**config.mk**
```make
export PLATFORM = sky130hd
export DESIGN_NAME = uart_autobaud
export DESIGN_NICKNAME = d
export VERILOG_FILES = /design/src/rtl/uart_autobaud.sv
export SDC_FILE = /design/constraint.sdc
export NUM_CORES = 1
export LEC_CHECK = 0
export CAP_MARGIN = 20
export CORE_AREA = 8 8 107 109
export CTS_CLUSTER_DIAMETER = 100
export CTS_CLUSTER_SIZE = 10
export DETAILED_ROUTE_END_ITERATION = 16
export DIE_AREA = 0 0 115 117
export GPL_ROUTABILITY_DRIVEN = 0
export SLEW_MARGIN = 20
export SYNTH_ARGS = -nofsm -noshare
export SYNTH_HDL_FRONTEND = slang
export SYNTH_SLANG_ARGS = --single-unit
```
**constraint.sdc**
```tcl
create_clock -name clk -period 5.25 [get_ports clk]
set_input_delay 0.7875 -clock clk [delete_from_list [all_inputs] [get_ports clk]]
set_output_delay 0.7875 -clock clk [all_outputs]
set_load 0.02 [all_outputs]
```
**src/rtl/uart_autobaud.sv**
```systemverilog
// Purpose : auto-baud calibration; measures a host-sent 0x55 (8N1) on raw rx and drives baud_div.
// Latency : rx edges seen 3 cycles late (2-flop sync + edge reg); lock lands cand cycles after stop rise.
// Backpr. : none; cal_start is a request pulse, dropped while busy. No flow control on outputs.
//
// Ports:
//   clk, rst        single clock, synchronous active-high reset
//   rx              raw asynchronous UART line
//   cal_start       calibration request pulse (ignored while busy)
//   baud_div        divider driven to the UART receiver
//   locked          a calibrated divider is in use
//   busy            calibration in progress
//   cal_done        one-cycle pulse on successful lock
//   cal_err         sticky error flag, cleared by the next accepted cal_start
//
// Optional feature: define AUTOBAUD_SEGMENT_CHECK_EN to check every edge-to-edge
// segment up to t8 against the first low segment (rejects non-0x55 characters).

module uart_autobaud #(
   parameter int BAUD_DIV_WIDTH = 16,
   parameter int DEFAULT_DIV    = 434,
   parameter int MIN_DIV        = 16,
   parameter int IDLE_CYCLES    = 64
) (
   input  logic                      clk,
   input  logic                      rst,
   input  logic                      rx,
   input  logic                      cal_start,
   output logic [BAUD_DIV_WIDTH-1:0] baud_div,
   output logic                      locked,
   output logic                      busy,
   output logic                      cal_done,
   output logic                      cal_err
);

   // Measure counter holds up to eight bit times of the largest divider.
   localparam int CW = BAUD_DIV_WIDTH + 3;

   localparam logic [2:0] S_IDLE      = 3'd0;
   localparam logic [2:0] S_ARM       = 3'd1;
   localparam logic [2:0] S_WAIT_FALL = 3'd2;
   localparam logic [2:0] S_MEASURE   = 3'd3;
   localparam logic [2:0] S_STOP_RISE = 3'd4;
   localparam logic [2:0] S_STOP_CHK  = 3'd5;

   localparam logic [CW-1:0]             CNT_MAX   = '1;
   localparam logic [CW-1:0]             IDLE_LIM  = CW'(IDLE_CYCLES);
   localparam logic [CW:0]               ROUND_ADD = (CW+1)'(4);
   localparam logic [BAUD_DIV_WIDTH-1:0] MIN_LIM   = BAUD_DIV_WIDTH'(MIN_DIV);
   localparam logic [BAUD_DIV_WIDTH-1:0] DEF_DIV   = BAUD_DIV_WIDTH'(DEFAULT_DIV);

   // Synchronizer and edge register
   logic rx_s1_q, rx_s2_q, rx_prev_q;

   logic [2:0]                state_q, state_d;
   logic [CW-1:0]             cnt_q, cnt_d;
   logic [1:0]                fall_cnt_q, fall_cnt_d;
   logic [BAUD_DIV_WIDTH-1:0] cand_q, cand_d;
   logic [BAUD_DIV_WIDTH-1:0] baud_div_q, baud_div_d;
   logic                      locked_q, locked_d;
   logic                      busy_q, busy_d;
   logic                      cal_done_q, cal_done_d;
   logic                      cal_err_q, cal_err_d;

   logic                      fall, rise, edge_any;
   logic [CW-1:0]             cnt_inc;
   logic                      cnt_sat;
   logic [CW:0]               cand_sum;
   logic [CW:0]               cand_shr;
   logic [BAUD_DIV_WIDTH-1:0] cand_new;
   logic                      cand_small;
   logic                      err_exit;

`ifdef AUTOBAUD_SEGMENT_CHECK_EN
   logic [CW-1:0] seg0_q, seg0_d;
   logic          seg0_vld_q, seg0_vld_d;
   logic [CW-1:0] last_edge_q, last_edge_d;
   logic [CW-1:0] seg_len, seg_diff;
   logic          seg_bad;
`endif

   // Edges are taken on the synchronized line against its previous value.
   assign fall     = rx_prev_q & ~rx_s2_q;
   assign rise     = ~rx_prev_q & rx_s2_q;
   assign edge_any = fall | rise;

   // Saturating increment: the counter parks at all-ones, which is the timeout.
   assign cnt_inc = (cnt_q == CNT_MAX) ? cnt_q : cnt_q + CW'(1);
   assign cnt_sat = (cnt_inc == CNT_MAX);

   // cnt_inc at the t8 edge equals the full eight-bit interval; round to nearest.
   assign cand_sum = {1'b0, cnt_inc} + ROUND_ADD;
   assign cand_shr = cand_sum >> 3;
   assign cand_new = cand_shr[BAUD_DIV_WIDTH-1:0];
   // Any bit above the divider width means the truncated value wrapped to a tiny
   // number, so it is rejected exactly as a below-minimum result would be.
   assign cand_small = (|cand_shr[CW:BAUD_DIV_WIDTH]) || (cand_new < MIN_LIM);

`ifdef AUTOBAUD_SEGMENT_CHECK_EN
   assign seg_len  = cnt_inc - last_edge_q;
   assign seg_diff = (seg_len >= seg0_q) ? (seg_len - seg0_q) : (seg0_q - seg_len);
   assign seg_bad  = seg0_vld_q && (seg_diff > (seg0_q >> 2));
`endif

   always_comb begin
      state_d    = state_q;
      cnt_d      = cnt_q;
      fall_cnt_d = fall_cnt_q;
      cand_d     = cand_q;
      baud_div_d = baud_div_q;
      locked_d   = locked_q;
      busy_d     = busy_q;
      cal_done_d = 1'b0;
      cal_err_d  = cal_err_q;
      err_exit   = 1'b0;
`ifdef AUTOBAUD_SEGMENT_CHECK_EN
      seg0_d      = seg0_q;
      seg0_vld_d  = seg0_vld_q;
      last_edge_d = last_edge_q;
`endif

      case (state_q)
         S_IDLE: begin
            if (cal_start) begin
               state_d   = S_ARM;
               busy_d    = 1'b1;
               locked_d  = 1'b0;
               cal_err_d = 1'b0;
               cnt_d     = '0;
            end
         end

         // Require a run of IDLE_CYCLES consecutive highs before trusting the line.
         S_ARM: begin
            if (rx_s2_q) begin
               if (cnt_inc >= IDLE_LIM) begin
                  state_d = S_WAIT_FALL;
                  cnt_d   = '0;
               end else begin
                  cnt_d = cnt_inc;
               end
            end else begin
               cnt_d = '0;
            end
         end

         // Start bit (t0); no timeout here by design.
         S_WAIT_FALL: begin
            if (fall) begin
               state_d    = S_MEASURE;
               cnt_d      = '0;
               fall_cnt_d = '0;
`ifdef AUTOBAUD_SEGMENT_CHECK_EN
               seg0_vld_d  = 1'b0;
               last_edge_d = '0;
`endif
            end
         end

         // 0x55 gives falls at t2, t4, t6, t8 after the start edge.
         S_MEASURE: begin
            cnt_d = cnt_inc;
            if (cnt_sat) begin
               err_exit = 1'b1;
`ifdef AUTOBAUD_SEGMENT_CHECK_EN
            end else if (edge_any && seg_bad) begin
               err_exit = 1'b1;
`endif
            end else if (fall) begin
               if (fall_cnt_q == 2'd3) begin
                  if (cand_small) begin
                     err_exit = 1'b1;
                  end else begin
                     cand_d  = cand_new;
                     state_d = S_STOP_RISE;
                     cnt_d   = '0;
                  end
               end else begin
                  fall_cnt_d = fall_cnt_q + 2'd1;
               end
            end
`ifdef AUTOBAUD_SEGMENT_CHECK_EN
            // First closed segment (t0->t1) becomes the reference length.
            if (edge_any) begin
               last_edge_d = cnt_inc;
               if (!seg0_vld_q) begin
                  seg0_d     = seg_len;
                  seg0_vld_d = 1'b1;
               end
            end
`endif
         end

         // Counter restarts per phase so each wait gets its own full timeout.
         S_STOP_RISE: begin
            if (cnt_sat) begin
               err_exit = 1'b1;
            end else if (rise) begin
               state_d = S_STOP_CHK;
               cnt_d   = '0;
            end else begin
               cnt_d = cnt_inc;
            end
         end

         // Stop bit must read high for a full measured bit time.
         S_STOP_CHK: begin
            if (!rx_s2_q) begin
               err_exit = 1'b1;
            end else if (cnt_inc == {3'b000, cand_q}) begin
               state_d    = S_IDLE;
               baud_div_d = cand_q;
               locked_d   = 1'b1;
               cal_done_d = 1'b1;
               busy_d     = 1'b0;
            end else if (cnt_sat) begin
               err_exit = 1'b1;
            end else begin
               cnt_d = cnt_inc;
            end
         end

         default: begin
            state_d = S_IDLE;
            busy_d  = 1'b0;
         end
      endcase

      // Common error exit; baud_div keeps its previous value.
      if (err_exit) begin
         state_d   = S_IDLE;
         cal_err_d = 1'b1;
         locked_d  = 1'b0;
         busy_d    = 1'b0;
      end
   end

   always_ff @(posedge clk) begin
      if (rst) begin
         rx_s1_q    <= 1'b1;
         rx_s2_q    <= 1'b1;
         rx_prev_q  <= 1'b1;
         state_q    <= S_IDLE;
         cnt_q      <= '0;
         fall_cnt_q <= '0;
         cand_q     <= '0;
         baud_div_q <= DEF_DIV;
         locked_q   <= 1'b0;
         busy_q     <= 1'b0;
         cal_done_q <= 1'b0;
         cal_err_q  <= 1'b0;
`ifdef AUTOBAUD_SEGMENT_CHECK_EN
         seg0_q      <= '0;
         seg0_vld_q  <= 1'b0;
         last_edge_q <= '0;
`endif
      end else begin
         rx_s1_q    <= rx;
         rx_s2_q    <= rx_s1_q;
         rx_prev_q  <= rx_s2_q;
         state_q    <= state_d;
         cnt_q      <= cnt_d;
         fall_cnt_q <= fall_cnt_d;
         cand_q     <= cand_d;
         baud_div_q <= baud_div_d;
         locked_q   <= locked_d;
         busy_q     <= busy_d;
         cal_done_q <= cal_done_d;
         cal_err_q  <= cal_err_d;
`ifdef AUTOBAUD_SEGMENT_CHECK_EN
         seg0_q      <= seg0_d;
         seg0_vld_q  <= seg0_vld_d;
         last_edge_q <= last_edge_d;
`endif
      end
   end

   assign baud_div = baud_div_q;
   assign locked   = locked_q;
   assign busy     = busy_q;
   assign cal_done = cal_done_q;
   assign cal_err  = cal_err_q;

endmodule
```
==> results.ini <==
[grt]
antenna_found_initial = 0
grt_use_total_pct = 19.1
grt_pass1_wl_um = 20200
grt_max_degree = 47
grt_pass1_vias = 3771
overflow = 0

[yosys]
synth_seq_cells = 63
synth_top_area_share_pct = 29.5
synth_nets = 533
synthFlopType = dfxtp_1
synth_common_cells = 63 x dfxtp_1, 63 x nor2_1, 38 x nand2_1, 30 x mux2i_1, 24 x xnor2_1
synth_area_leaders = dfxtp_1 29%, mux2i_1 7.0%, nor2_1 5.5%
synthArstFlopShare_pct = 0
yosysSeqAreaShare_pct = 29.5
yosys.area.top_type = dfxtp_1
yosys.cell_types.count = 74
ys_warn_count = 0
syn_area_um2 = 4280
synth-edff-count = 0
synthesis.instances = 526
avgSynthCellArea_um2 = 8.14

[clock_tree]
post-cts-setup-buffer-count = 0
cts-root-buf = clkbuf_8
cts_tree = built
clk_path_buf_depth = 2
cts_buffers = 9
clock_latency_ns = 0.36
holdBufCountCts = 0
h-tree-depth = 3
cts_resized = 0
clkSinkCount = 63
clkSlewWorstSetupHoldPaths_ns = 0.08

[floorplan]
die_w_um = 115
core_area_um2 = 9910
num_rows = 37
die_area_um2 = 13500
ios = 24
die_h_um = 117
initial_core_util_pct = 43.2

[routing]
wl_per_cell_um = 17.9
vias = 3984
drc_errors = 0
drt_wl_total_um = 12100
antenna_left = 0
drt_iter0_markers = 311
routed_via_density = 5.88
dr.pass1.iters = 6

[timing]
tns_ns = 0
fin_skew_ns = 0.0115
worst_slew_pin_slew_ns = 0.815
hold_viol_final = 0
slew_headroom_pct = 45.3
timing.final.ws_setup_ns = 0.505
slew_viol_final = 0
rsz0062_at_grt = no
setup_viol = 0
final.min_clock_period_ns = 4.74
hold_ws_ns = 0.411
max_freq_mhz = 211
min_period_over_period_pct = 90.4

[worst_setup_path]
crit_slowest_cell = dfxtp_1
worst-setup-path-type = reg2reg
arrival_ns = 4.97
critical-path-max-stage-delay_ns = 0.57
endpoint_kind = flop
crit_chain = ha_2, nand4_1, nor4_4, nand3_1, a21oi_1, buf_4, ha_1, o211ai_1, a21oi_1, nor2_1, o311ai_1, o21ai_2, nor4_4, buf_4, mux2i_1, nor2_1
start_kind = flop
cp_max_fo = 21
cp.buffers_inverters = 2
cp.required_ns = 5.48
critPathTopFamily = simple AND/OR/NAND/NOR gates

[outcome]
status = completed

[power_and_ir_drop]
p_leak_uw = 0.00159
fin_total_pwr_uw = 1110
vdd_ir_drop_max_mv = 0.166
p_per_area_nw_per_um2 = 232

[final_layout]
fin_nets = 544
drive_gt1_share_pct = 11.5
diodes = 0
syn2layout_area_growth_pct = 11.5
finalNonFillerCells = 677

[placed_design]
port_buffers = 23
place_inst = 662
dpl.hpwl_um = 9010
place_ws_ns = 0.403

[min_path]
hold_class = reg2reg

[job]
maxCapViolCount = 0

==> stage by stage <==
step	cell area, µm²	utilization (%)
6_report	4770	48.2
5_1_grt	4770	48.2
3_3_place_gp	4580	46.2
2_1_floorplan	4280	-
3_5_place_dp	4580	46.2
4_1_cts	4760	48.1
==> routing by layer <==
layer  vias up  track usage, %  part of all wire [%]  routed length (µm)
li1       1939               -                     -                   -
met1      1860            25.8                    47                5750
met2       165            28.8                    42                5150
met3        20            4.46                   7.6                 920
met4         0            7.71                   2.5                 308
met5         -               0                     0                   0
==> sequential cells by signal, summed over array words and instances (netlist names) <==
name / count
baud_div: 16
busy: 1
cal_done: 1
cal_err: 1
cand_q: 16
cnt_q: 19
fall_cnt_q: 2
locked: 1
rx_prev_q: 1
rx_s1_q: 1
rx_s2_q: 1
state_q: 3
==> cells in the final DEF (no fill, tap or decap), types with 9 or more instances in the layout <==
cell,count
inv_1,15
nand3_1,21
nor3_1,11
nor2_1,63
clkbuf_8,9
nand4_1,13
a21oi_1,21
xor2_1,9
xnor2_1,24
a22o_1,16
nor2b_1,10
buf_4,14
nand2_1,38
dfxtp_1,63
clkdlybuf4s50_1,23
o21ai_0,17
a31oi_1,10
mux2i_1,30
==> cell families after synthesis <==
kind of cell | after synthesis | synth area share, %
compound gates | 124 | 20.8
xor+xnor | 33 | 6.75
simple gates | 217 | 27.8
fa+ha+maj | 3 | 0.877
flops | 63 | 29.5
buf+inv | 52 | 6.17
mux | 34 | 8.07
==> where the power goes <==
part           switching [µW]  leakage, µW  internal [µW]
clock                     201    0.0000871            214
combinational             111     0.000992           61.5
sequential               30.0     0.000509            489
total                     341      0.00159            765
==> layout make-up <==
class                      instances  area (µm²)
multi-input combinational        411        2760
sequential                        63        1260
clock buffer                       9         124
clock inverter                     6        62.6
timing repair buffer              37         335
tap                              136         170
fill                            1024        5140
inverter                          15        56.3
==> final timing paths <==
path,startpoint,end,slack [ns],cells after the start
setup / recovery,cnt_q[0],cand_q[6],0.51,16
hold / removal,rx_s1_q,rx_s2_q,0.41,1
setup reg to reg,cnt_q[0],cand_q[6],0.51,16
hold reg to reg,rx_s1_q,rx_s2_q,0.41,1
==> worst register-to-register path: cells and delay by family (launching register included) <==
kind,cells,cell delay (ns)
flip-flops,1,0.57
adder cells (fa/ha/maj),2,0.63
AO/OA/AOI/OAI,5,1.29
AND/OR/NAND/NOR,6,1.36
buffers and inverters,2,0.50
multiplexers,1,0.26
Note: power is estimated with default switching activity, not from simulation.
